File: src/rtl/frac_mac_multi.sv
// Multi-channel fractional multiply-accumulate: acc[ch] += (in * multiple) >>> DIVISOR_BITS,
// with a shift-add multiplier (one multiplier bit per clock, early exit), optional rounding and saturation.
module frac_mac_multi #(
    parameter int DATA_W       = 16,
    parameter int DIVISOR_BITS = 7,
    parameter int ACC_W        = 32,
    parameter int CHANNELS     = 4,
    parameter int ROUND        = 0,
    localparam int CH_W        = (CHANNELS > 1) ? $clog2(CHANNELS) : 1
) (
    input  logic                     clock,
    input  logic                     reset,
    input  logic                     in_valid,
    output logic                     in_ready,
    input  logic signed [DATA_W-1:0] in,
    input  logic [DIVISOR_BITS-1:0]  multiple,
    input  logic [CH_W-1:0]          in_channel,
    input  logic [CHANNELS-1:0]      clear_mask,
    input  logic [CH_W-1:0]          acc_sel,
    output logic signed [ACC_W-1:0]  acc_out,
    output logic [CHANNELS-1:0]      sat,
    output logic                     done
);

    localparam int PROD_W = DATA_W + DIVISOR_BITS + 1;
    localparam int K_W    = $clog2(DIVISOR_BITS + 1);

    localparam logic [1:0] S_IDLE = 2'd0;
    localparam logic [1:0] S_MUL  = 2'd1;
    localparam logic [1:0] S_ACC  = 2'd2;

    localparam logic signed [PROD_W-1:0] RND_TERM =
        (ROUND != 0) ? PROD_W'(1) <<< (DIVISOR_BITS - 1) : '0;
    localparam logic signed [ACC_W-1:0] ACC_MAX = {1'b0, {(ACC_W-1){1'b1}}};
    localparam logic signed [ACC_W-1:0] ACC_MIN = {1'b1, {(ACC_W-1){1'b0}}};

    logic [1:0]                state_q, state_d;
    logic signed [DATA_W-1:0]  in_q, in_d;
    logic [CH_W-1:0]           ch_q, ch_d;
    logic signed [PROD_W-1:0]  prod_q, prod_d;
    logic [DIVISOR_BITS-1:0]   rem_q, rem_d;
    logic [K_W-1:0]            k_q, k_d;
    logic signed [ACC_W-1:0]   acc_q [CHANNELS];
    logic [CHANNELS-1:0]       sat_q;
    logic                      done_q;

    logic signed [PROD_W-1:0]  in_port_ext;
    logic signed [PROD_W-1:0]  in_ext;
    logic signed [PROD_W-1:0]  rounded;
    logic signed [ACC_W:0]     scaled;
    logic signed [ACC_W-1:0]   cur_acc;
    logic signed [ACC_W:0]     sum;
    logic                      ovf;
    logic signed [ACC_W-1:0]   clamped;

    assign in_port_ext = PROD_W'(in);
    assign in_ext      = PROD_W'(in_q);

    // NOTE: every signal assigned in a combinational block gets a default first, so no path infers a latch.
    always_comb begin
        state_d = state_q;
        in_d    = in_q;
        ch_d    = ch_q;
        prod_d  = prod_q;
        rem_d   = rem_q;
        k_d     = k_q;
        case (state_q)
            S_IDLE: begin
                if (in_valid) begin
                    in_d    = in;
                    ch_d    = in_channel;
                    prod_d  = multiple[0] ? in_port_ext : '0;
                    rem_d   = multiple >> 1;
                    k_d     = K_W'(1);
                    state_d = S_MUL;
                end
            end
            S_MUL: begin
                if (rem_q == '0) begin
                    state_d = S_ACC;
                end else begin
                    if (rem_q[0]) begin
                        prod_d = prod_q + (in_ext <<< k_q);
                    end
                    rem_d = rem_q >> 1;
                    k_d   = k_q + K_W'(1);
                end
            end
            S_ACC:   state_d = S_IDLE;
            default: state_d = S_IDLE;
        endcase
    end

    // Channel lookups compare against each index so an out-of-range select simply matches nothing.
    always_comb begin
        cur_acc = '0;
        acc_out = '0;
        for (int i = 0; i < CHANNELS; i++) begin
            if (ch_q == CH_W'(i)) begin
                cur_acc = acc_q[i];
            end
            if (acc_sel == CH_W'(i)) begin
                acc_out = acc_q[i];
            end
        end
    end

    assign rounded = prod_q + RND_TERM;
    assign scaled  = (ACC_W + 1)'(rounded >>> DIVISOR_BITS);
    assign sum     = $signed({cur_acc[ACC_W-1], cur_acc}) + scaled;
    assign ovf     = sum[ACC_W] ^ sum[ACC_W-1];

    always_comb begin
        clamped = sum[ACC_W-1:0];
        if (ovf) begin
            clamped = sum[ACC_W] ? ACC_MIN : ACC_MAX;
        end
    end

    // NOTE: state updates use non-blocking assignments so every register samples pre-edge values.
    always_ff @(posedge clock or posedge reset) begin
        if (reset) begin
            state_q <= S_IDLE;
            in_q    <= '0;
            ch_q    <= '0;
            prod_q  <= '0;
            rem_q   <= '0;
            k_q     <= '0;
            done_q  <= 1'b0;
        end else begin
            state_q <= state_d;
            in_q    <= in_d;
            ch_q    <= ch_d;
            prod_q  <= prod_d;
            rem_q   <= rem_d;
            k_q     <= k_d;
            done_q  <= (state_q == S_ACC);
        end
    end

    // NOTE: the accumulator array is reset explicitly because readout must be zero straight after reset.
    always_ff @(posedge clock or posedge reset) begin
        if (reset) begin
            for (int i = 0; i < CHANNELS; i++) begin
                acc_q[i] <= '0;
            end
            sat_q <= '0;
        end else begin
            for (int i = 0; i < CHANNELS; i++) begin
                if (clear_mask[i]) begin
                    acc_q[i] <= '0;
                    sat_q[i] <= 1'b0;
                end else if ((state_q == S_ACC) && (ch_q == CH_W'(i))) begin
                    acc_q[i] <= clamped;
                    if (ovf) begin
                        sat_q[i] <= 1'b1;
                    end
                end
            end
        end
    end

    assign in_ready = (state_q == S_IDLE);
    assign sat      = sat_q;
    assign done     = done_q;

endmodule

File: config.mk
export PLATFORM = sky130hd
export DESIGN_NAME = frac_mac_multi
export DESIGN_NICKNAME = d
export VERILOG_FILES = /design/src/rtl/frac_mac_multi.sv
export SDC_FILE = /design/constraint.sdc
export NUM_CORES = 1
export LEC_CHECK = 0
export ABC_AREA = 1
export CORE_MARGIN = 3
export CORE_UTILIZATION = 35
export DETAILED_ROUTE_END_ITERATION = 8
export GPL_ROUTABILITY_DRIVEN = 1
export SKIP_CTS_REPAIR_TIMING = 1
export SYNTH_ARGS = -nofsm -noshare
export SYNTH_HDL_FRONTEND = slang
export SYNTH_SLANG_ARGS = --single-unit
export TNS_END_PERCENT = 100
File: constraint.sdc
create_clock -name clock -period 10.5 [get_ports clock]
set_clock_uncertainty 0.2 [all_clocks]
set_input_delay 1.575 -clock clock [delete_from_list [all_inputs] [get_ports clock]]
set_output_delay 1.575 -clock clock [all_outputs]
set_load 0.01 [all_outputs]
==> impl_metrics.toml <==
[run_status]
outcome = "finished, final reports clean"

[synth]
synth_area_mm2 = 0.01313
yosys_warnings = 0
ys_seq_area_frac = 0.3544
async_flop_share = 1.000
synth_area_per_cell_um2 = 6.787
synth_seq_cells = 186
synth_edf_count = 0
syn_inst = 1935
ys.flop_type = "dfrtp_1"
synth_cell_types = 50
synth_compound_gate_area_share = 0.1785
synth_top_family_by_area = "simple AND/OR/NAND/NOR gates"
muxShareOfSynthArea = 0.006098
synth_nets = 2027
synthSimpleGateAreaFrac = 0.3025
synth_fa_ha_area_frac = 0.05640
synth-xor-area-share = 0.01734

[timing]
hold_slack_ns = 0.2901
tns_ns = 0
finalCriticalPeriod_ns = 6.555
hold_violations = 0
rsz0062_at_grt = "no"
setup-violations-final = 0
fin_crit_sh = 0.6243
worst_pin_slew_ns = 1.005
finalMaxSlewViolations = 0
clock.fmax_mhz = 152.6
max_slew_margin = 0.3261

[grt]
antenna_found_initial = 0
grt_first_pass_wirelength_um = 69070
grt_pass1_vias = 12627
grt_util_all_layers = 0.2202
grt_max_degree = 131
overflow = 0

[setup_path]
crit_fanout = 26
rr_endpoint = "acc_q[18]"
crit_start = "acc_sel[1]"
path_class = "in -> out"
crit_chain = "clkdlybuf4s50_1 -> nand2_1 -> clkinv_1 -> a221oi_1 -> a22oi_1 -> clkdlybuf4s50_1"
cp.required_ns = 8.73
r2r_cells = 17
timing.rr.start = "ch_q[1]"
cp-end-kind = "primary output"
max_stage_delay_ns = 0.91
crit_family = "buffers and inverters"
r2r_setup_slack_ns = 4.76
start_kind = "input pin"
crit_slowest_cell = "clkinv_1"
crit_top_cell = "clkdlybuf4s50_1"
crit_arrival_ns = 4.78
path_buf_inv = 3

[placement]
hpwl_um = 31200
io_buffers = 71
gp_congestion = 0.9643

[min_path]
worstHoldStart = "acc_q[29]"
hp-class = "reg -> reg"
hold_path_depth = 2
holdPathEnd = "acc_q[29]"

[routing]
routed-wl-met3_um = 3089
routedWlPerCell_um = 17.80
drcViolationCount = 0
vias = 13114
drt-initial-drc-count = 972
viasPerCell = 5.359
dr.pass1.iters = 6
routed_wl_um = 43550
ant_nets = 0
wl_met1_um = 19760
highest_layer = "met4"
routed-wl-met2_um = 19600

[cells_and_area]
fillers = 3866
drive_gt1_frac = 0.05104
diodes = 0
syn_to_final_growth_pct = 13.08
nets = 2059

[flow_run]
max_cap_viol_count = 0

[cts]
clock_path_buffers = 2
cts.reportedPaths.clkPinSlew_ns = 0.08
cts_tree = "yes"
htreeDepth = 4
worstSkewPairLatency_ns = 0.45
numCtsBuffers = 17
cts.sinks = 186
cts_root_buf = "clkbuf_16"

[floorplan]
rows = 70
dieArea_mm2 = 0.03988
ios = 72
coreArea_mm2 = 0.03679
die_h_um = 199.7
initial_core_util = 0.3570
die_w_um = 199.7
==> layout make-up <==
class,count,area [um2],area share
Multi-Input combinational cell,1463,7375,0.4966
Clock inverter,14,172.7,0.01163
Sequential cell,186,4654,0.3134
Timing Repair Buffer,88,838.3,0.05645
Tap cell,468,585.6,0.03943
Inverter,211,799.5,0.05384
Clock buffer,17,425.4,0.02865
==> synthesized netlist by cell type (3+ instances only) <==
| library cell | count | area, um2 |
|---|---|---|
| xor2_1 | 8 | 70.07 |
| clkbuf_1 | 58 | 217.7 |
| a31oi_1 | 11 | 68.82 |
| a221oi_1 | 16 | 140.1 |
| clkinv_1 | 6 | 22.52 |
| mux2i_1 | 8 | 80.08 |
| a32oi_1 | 3 | 26.28 |
| nor2_2 | 6 | 37.54 |
| xnor2_1 | 18 | 157.7 |
| nand2_1 | 690 | 2590 |
| o21ai_0 | 143 | 715.7 |
| a21oi_1 | 98 | 490.5 |
| nor4_1 | 3 | 18.77 |
| o21ai_1 | 64 | 320.3 |
| o21bai_1 | 12 | 90.09 |
| o22ai_1 | 29 | 181.4 |
| dfrtp_1 | 186 | 4654 |
| buf_1 | 6 | 22.52 |
| nand2_2 | 23 | 143.9 |
| ha_1 | 56 | 700.7 |
| nor3_1 | 11 | 55.05 |
| nand4_1 | 29 | 181.4 |
| nand2_4 | 4 | 45.04 |
| a22oi_1 | 3 | 22.52 |
| o211ai_1 | 7 | 52.55 |
| inv_2 | 4 | 15.01 |
| nor2_1 | 99 | 371.6 |
| inv_1 | 201 | 754.5 |
| o21a_1 | 3 | 22.52 |
| o2111ai_1 | 4 | 35.03 |
| buf_2 | 7 | 35.03 |
| nand3b_1 | 6 | 45.04 |
| nand3_1 | 85 | 425.4 |
| o31ai_1 | 3 | 22.52 |
| a21oi_4 | 5 | 81.33 |
==> metrics by stage <==
stage	setup WS (ns)	utilization	area, um2	instances
floorplan	3.668	-	13130	1935
global placement	4.063	0.3874	14250	2416
detailed placement	3.964	0.3874	14250	2416
CTS	3.974	0.4037	14850	2447
global route	3.774	0.4037	14850	2447
finish	3.945	0.4037	14850	2447
==> worst max path at each step <==
stage | cells after the start | slack [ns] | to
2_1_floorplan | 1 | 3.67 | acc_q[0]
3_3_place_gp | 6 | 4.06 | acc_out[19]
3_5_place_dp | 6 | 3.96 | acc_out[19]
4_1_cts | 6 | 3.97 | acc_out[19]
5_1_grt | 6 | 3.77 | acc_out[19]
6_report | 6 | 3.94 | acc_out[19]
==> logic make-up (layout without fill, tap and decap cells) <==
kind of cell	after synthesis	in the layout
flip-flops	186	186
buffers and inverters	286	330
XOR/XNOR	26	26
adder cells (fa/ha/maj)	58	58
AO/OA/AOI/OAI	410	410
multiplexers	8	8
AND/OR/NAND/NOR	961	961
==> worst reg2reg max path, delay by kind of cell (launching register included) <==
kind / cells / cell delay [ns]
flops: 1 / 0.75
buf+inv: 3 / 1.24
compound gates: 4 / 1.18
fa+ha+maj: 1 / 0.44
simple gates: 9 / 1.85
==> layer usage <==
| layer | track usage | vias to the layer above |
|---|---|---|
| met2 | 0.3557 | 520 |
| met5 | 0 | - |
| met1 | 0.3074 | 6118 |
| li1 | - | 6397 |
| met3 | 0.03052 | 79 |
| met4 | 0.06927 | 0 |
==> flip-flops by register name, indices dropped and copies added, names as in the netlist <==
register and flops:
acc_q 128, prod_q 24, in_q 16, rem_q 6
sat 4, k_q 3, ch_q 2, state_q 2
done 1
==> layout by cell type, fill, tap and decap left out, types with 6 or more instances in the layout <==
cell type,n
nand2_1,690
inv_1,200
dfrtp_1,186
o21ai_0,142
a21oi_1,98
nor2_1,97
nand3_1,85
clkdlybuf4s50_1,71
o21ai_1,64
ha_1,56
nand4_1,29
o22ai_1,29
nand2_2,23
xnor2_1,18
clkbuf_16,17
buf_4,17
a221oi_1,16
o21bai_1,12
nor3_1,11
a31oi_1,11
nor2_2,8
xor2_1,8
mux2i_1,8
o211ai_1,7
inv_8,7
clkinv_1,6
nand3b_1,6
Power is not shown: default switching activity piles up to over one toggle a cycle in this logic, so the estimate is an artifact.
==> patch 1, RTL diff (config.mk and constraints unchanged) <==
Set the parameter `DIVISOR_BITS` to 5 (it was 7).
--- a/src/rtl/frac_mac_multi.sv
+++ b/src/rtl/frac_mac_multi.sv
@@ -2,7 +2,7 @@
 // with a shift-add multiplier (one multiplier bit per clock, early exit), optional rounding and saturation.
 module frac_mac_multi #(
     parameter int DATA_W       = 16,
-    parameter int DIVISOR_BITS = 7,
+    parameter int DIVISOR_BITS = 5,
     parameter int ACC_W        = 32,
     parameter int CHANNELS     = 4,
     parameter int ROUND        = 0,
Interface: changed (resized multiple); port bits go from 72 to 70. The function was not compared with the original's and may differ.
==> patch 1 against the unedited design <==
Sequential share of layout area increased by 0.16 points. Area after synthesis decreased by 2.5%. Sequential cell count decreased by 4. Cell area decreased by 2.7%. Critical path depth increased by 2. Worst setup slack improved by 0.21 ns. Global-route usage increased by 0.40 points. Wire length increased by 0.78%.
Power is left out: the tool's default activity adds up to more than one toggle a clock period on the data nets, which glitch-free logic cannot reach.
==> patch 1: results (changes against the unedited design) <==
The synthesized net count is 1958 (was 2027). The port buffer count is 69 (was 71). The final-layout fill cell count came out at 3793 (was 3866). The number of cells after detailed placement came out at 2340 (was 2416). The weighted congestion at the end of routability-driven global placement is 0.961 (was 0.964).

The largest net degree at the start of global routing is 86 (was 131). The share of final-layout standard cells stronger than drive strength 1 is 5.65% (was 5.10%). The post-detailed-placement half-perimeter wirelength came out at 31.8 mm (was 31.2 mm). The number of library cell types mapped by synthesis came out at 48 (was 50).

The launching element of the worst setup path is acc_sel[0] (was acc_sel[1]). The slew of the pin with the lowest slew margin came out at 1.26 ns (was 1.00 ns). The DRC violation total after the first TritonRoute iteration is 1205 (was 972). The all-layer global routing usage is 22.4% (was 22.0%). The detailed-route wire length came out at 43.9 mm (was 43.5 mm). The post-synthesis average cell area came to 6.85 sq um (was 6.79 sq um). The maximum fanout encountered on the critical timing path was 31 (was 26). The fraction of the yosys area taken by sequential cells came out at 35.6% (was 35.4%). The total number of vias came out at 13.0k (was 13.1k). Top area cells in the synthesized netlist: sky130_fd_sc_hd__dfrtp_1 36%, sky130_fd_sc_hd__nand2_1 18%, sky130_fd_sc_hd__inv_1 5.3% (was sky130_fd_sc_hd__dfrtp_1 35%, sky130_fd_sc_hd__nand2_1 20%, sky130_fd_sc_hd__inv_1 5.7%). The worst stage delay on the critical path came to 0.84 ns (was 0.91 ns). Biggest regs: acc_q (128), prod_q (22), in_q (16) (was acc_q (128), prod_q (24), in_q (16)). Most frequent cells after synthesis: 607 x sky130_fd_sc_hd__nand2_1, 182 x sky130_fd_sc_hd__dfrtp_1, 182 x sky130_fd_sc_hd__inv_1 (was 690 x sky130_fd_sc_hd__nand2_1, 201 x sky130_fd_sc_hd__inv_1, 186 x sky130_fd_sc_hd__dfrtp_1). The via count of the first global-routing pass is 12.4k (was 12.6k).

Status: completed (unchanged). The global-route wire length before repair came to 68.7 mm (was 69.1 mm). The startpoint of the tightest hold check path is acc_q[20]$_DFFE_PP0P_ (was acc_q[29]$_DFFE_PP0P_).
-- patch 1: cell count changes after synthesis, moves of 9 or more --
cell / delta
sky130_fd_sc_hd__inv_1: -19
sky130_fd_sc_hd__nand2_1: -83
sky130_fd_sc_hd__nor2_1: +13
sky130_fd_sc_hd__o21ai_0: -9
sky130_fd_sc_hd__nand3_1: +34
sky130_fd_sc_hd__a221oi_1: +16
-- patch 1: cell type report --
type / count / area share [%]
Inverter: 188 / 4.92
Clock inverter: 14 / 0.917
Clock buffer: 18 / 3.04
Timing Repair Buffer: 86 / 5.66
Sequential cell: 182 / 31.5
Tap cell: 461 / 3.99
Multi-Input combinational cell: 1423 / 50.0
-- patch 1: critical path: cells and delay by family --
kind	cells	cell delay [ns]
AOI/OAI and AO/OA	2	0.37
buffers and inverters	5	2.47
and+or+nand+nor	1	0.10
-- patch 1: path summary, 6_finish.rpt --
check,end,depth (start not counted),slack [ns]
worst max-delay path,acc_out[22],8,4.16
worst max register to register,acc_q[93]$_DFFE_PP0P_,21,5.13
worst min register to register,acc_q[20]$_DFFE_PP0P_,2,0.28
worst min-delay path,acc_q[20]$_DFFE_PP0P_,2,0.28
max in group asynchronous,acc_q[57]$_DFFE_PP0P_,3,7.43
min in group asynchronous,acc_q[99]$_DFFE_PP0P_,2,1.41
-- patch 1: cell families after synthesis --
logic type / Yosys count / synth area share (%)
adder cells (fa/ha/maj): 56 / 5.59
AND/OR/NAND/NOR: 926 / 30.1
XOR/XNOR: 26 / 1.78
AO/OA/AOI/OAI: 405 / 18.0
buffers and inverters: 265 / 8.10
flip-flops: 182 / 35.6
multiplexers: 10 / 0.782
-- patch 1: per-layer routing --
layer	routed length, um	vias to the layer above	global-route usage, %
met5	0	-	0
met4	891	0	6.18
li1	-	6247	-
met3	3020	70	3.75
met2	20300	531	36.6
met1	19700	6148	30.9
-- patch 1: stage by stage --
step	setup slack, ns	util, %
final	4.16	40.3
after global routing	4.02	40.3
after CTS	4.18	40.3
after detailed placement	4.18	38.8
after global placement	4.28	38.8
after floorplan	3.78	-
==> patch 2, RTL diff (same settings) <==
Made on the original files. `prod_q` no longer has a reset.
--- a/src/rtl/frac_mac_multi.sv
+++ b/src/rtl/frac_mac_multi.sv
@@ -123,7 +123,6 @@
             state_q <= S_IDLE;
             in_q    <= '0;
             ch_q    <= '0;
-            prod_q  <= '0;
             rem_q   <= '0;
             k_q     <= '0;
             done_q  <= 1'b0;
@@ -131,11 +130,14 @@
             state_q <= state_d;
             in_q    <= in_d;
             ch_q    <= ch_d;
-            prod_q  <= prod_d;
             rem_q   <= rem_d;
             k_q     <= k_d;
             done_q  <= (state_q == S_ACC);
         end
+    end
+
+    always_ff @(posedge clock) begin
+        prod_q <= prod_d;
     end
 
     // NOTE: the accumulator array is reset explicitly because readout must be zero straight after reset.
Formal check against the unedited RTL: same outputs for any inputs over 4 cycles, from zero or initial values and one cycle with reset high; that may be too few to reach the edited logic, so the function may still have changed.
==> patch 2 against the unedited design <==
Sequential share of layout area rose by 1.6 points. Worst setup slack better by 0.17 ns. Core utilization barely moved. Global-route usage shrank 0.21 points. Cell area is 2.5% lower. Cell count shrank 5.6%. Wire length decreased by 2.0%. Non-clock buffer count shrank 3. Count of clock-buffer cells in the layout up 9. Area after synthesis shrank 2.0%. Critical path depth increased by 2. Sequential cell count did not move. Synthesized cell count fell by 6.6%. Critical endpoint is now acc_out[12]. Highest routed layer unchanged.
==> patch 2: results (changes against the unedited design) <==
The largest net degree at the start of global routing is 90 (was 131). The register-to-register setup slack is 4.83 ns (was 4.76 ns). The clock insertion delay at the later pin of the skew report is 0.47 ns (was 0.45 ns).

The final hold slack was 0.286 ns (was 0.290 ns). After clock tree synthesis, the clock-pin slew on the worst setup and hold paths is about 0.07 ns. The count of flip-flops with a built-in enable after synthesis is 24 (was 0). The total number of vias is 12.7k (was 13.1k). Top area cells in the synthesized netlist: sky130_fd_sc_hd__dfrtp_1 32%, sky130_fd_sc_hd__nand2_1 17%, sky130_fd_sc_hd__edfxtp_1 5.6% (was sky130_fd_sc_hd__dfrtp_1 35%, sky130_fd_sc_hd__nand2_1 20%, sky130_fd_sc_hd__inv_1 5.7%). The path depth of the worst reg2reg path is 22 (was 17). The met2 capacity usage during global routing was 33.9% (was 35.6%). The headroom to the max-slew limit came to 16.9% (was 32.6%). The number of library cell types mapped by synthesis was 48 (was 50). The critical path arrival is 4.61 ns (was 4.78 ns).

The weighted congestion at the end of routability-driven global placement came out at 0.908 (was 0.964). The all-layer global routing usage is 21.8% (was 22.0%). The multiplexer share of the synthesized area came to 0.622% (was 0.610%). The synthesized net count is 1899 (was 2027). The via count of the first global-routing pass is 12.1k (was 12.6k). The cell type of the slowest stage on the worst timing path was sky130_fd_sc_hd__inv_1 (was sky130_fd_sc_hd__clkinv_1). The largest voltage drop on the vdd net came out at 0.421 mV.

The global-route track usage on met1 was 30.6% (was 30.7%). Most frequent cells after synthesis: 574 x sky130_fd_sc_hd__nand2_1, 162 x sky130_fd_sc_hd__dfrtp_1, 162 x sky130_fd_sc_hd__inv_1 (was 690 x sky130_fd_sc_hd__nand2_1, 201 x sky130_fd_sc_hd__inv_1, 186 x sky130_fd_sc_hd__dfrtp_1). The critical register-to-register path endpoint was acc_q[111]$_DFFE_PP0P_ (was acc_q[18]$_DFFE_PP0P_). The final-layout fill cell count is 3776 (was 3866).

The DRC violation total after the first TritonRoute iteration came out at 1113 (was 972). The post-synthesis average cell area came to 7.12 sq um (was 6.79 sq um). The fraction of the yosys area taken by sequential cells came out at 37.1% (was 35.4%).

The maximum fanout encountered on the critical timing path came out at 31 (was 26). The count of cells along the worst hold path came out at 2 (unchanged). The met3 layer usage reported by global route was 3.73% (was 3.05%). In this run, power in flip-flops and latches comes to between 1 and 1.5 mW. The detailed-route wire length came out at 42.7 mm (was 43.5 mm). The share of final-layout standard cells stronger than drive strength 1 is 6.81% (was 5.10%). The critical path capture point is acc_out[12] (was acc_out[19]). The average vias per placed instance was 5.50 (was 5.36). The area share of xor/xnor cells in the synthesized design is 1.91% (was 1.73%). The synthesized-area fraction occupied by ao, oa, aoi and oai cells is 17.9% (about the same). The post-detailed-placement half-perimeter wirelength came out at 30.1 mm (was 31.2 mm). The launching element of the worst setup path was acc_sel[0] (was acc_sel[1]).

The global-route wire length before repair is 67.2 mm (was 69.1 mm). Status: completed (unchanged). The worst-case hold path end point is acc_q[29]$_DFFE_PP0P_ (unchanged). The number of cells after detailed placement was 2278 (was 2416).
-- patch 2: cell families after synthesis --
family | after synthesis
buf+inv | 249
simple gates | 879
fa+ha+maj | 58
xor+xnor | 28
flops | 186
mux | 8
compound gates | 399
-- patch 2: per-stage QoR --
stage / utilization [%] / cell area (sq um) / setup WS, ns
after floorplan: - / 12900 / 4.35
after global placement: 38.8 / 14000 / 4.25
after detailed placement: 38.8 / 14000 / 4.15
after CTS: 40.3 / 14500 / 4.11
after global routing: 40.3 / 14500 / 3.90
final: 40.3 / 14500 / 4.12
-- patch 2: layout make-up --
cell class                      instances  area share [%]
Antenna cell                            1          0.0173
Clock inverter                          6           0.285
Tap cell                              461            3.98
Inverter                              174            4.54
Clock buffer                           26            3.38
Timing Repair Buffer                   85            5.63
Sequential cell                       186            33.0
Multi-Input combinational cell       1372            49.2
-- patch 2: per-layer routing --
layer  vias up  share of wire [%]
li1       6094                  -
met1      5977                 44
met2       542                 45
met3        89                7.3
met4         0                3.3
met5         -                  0
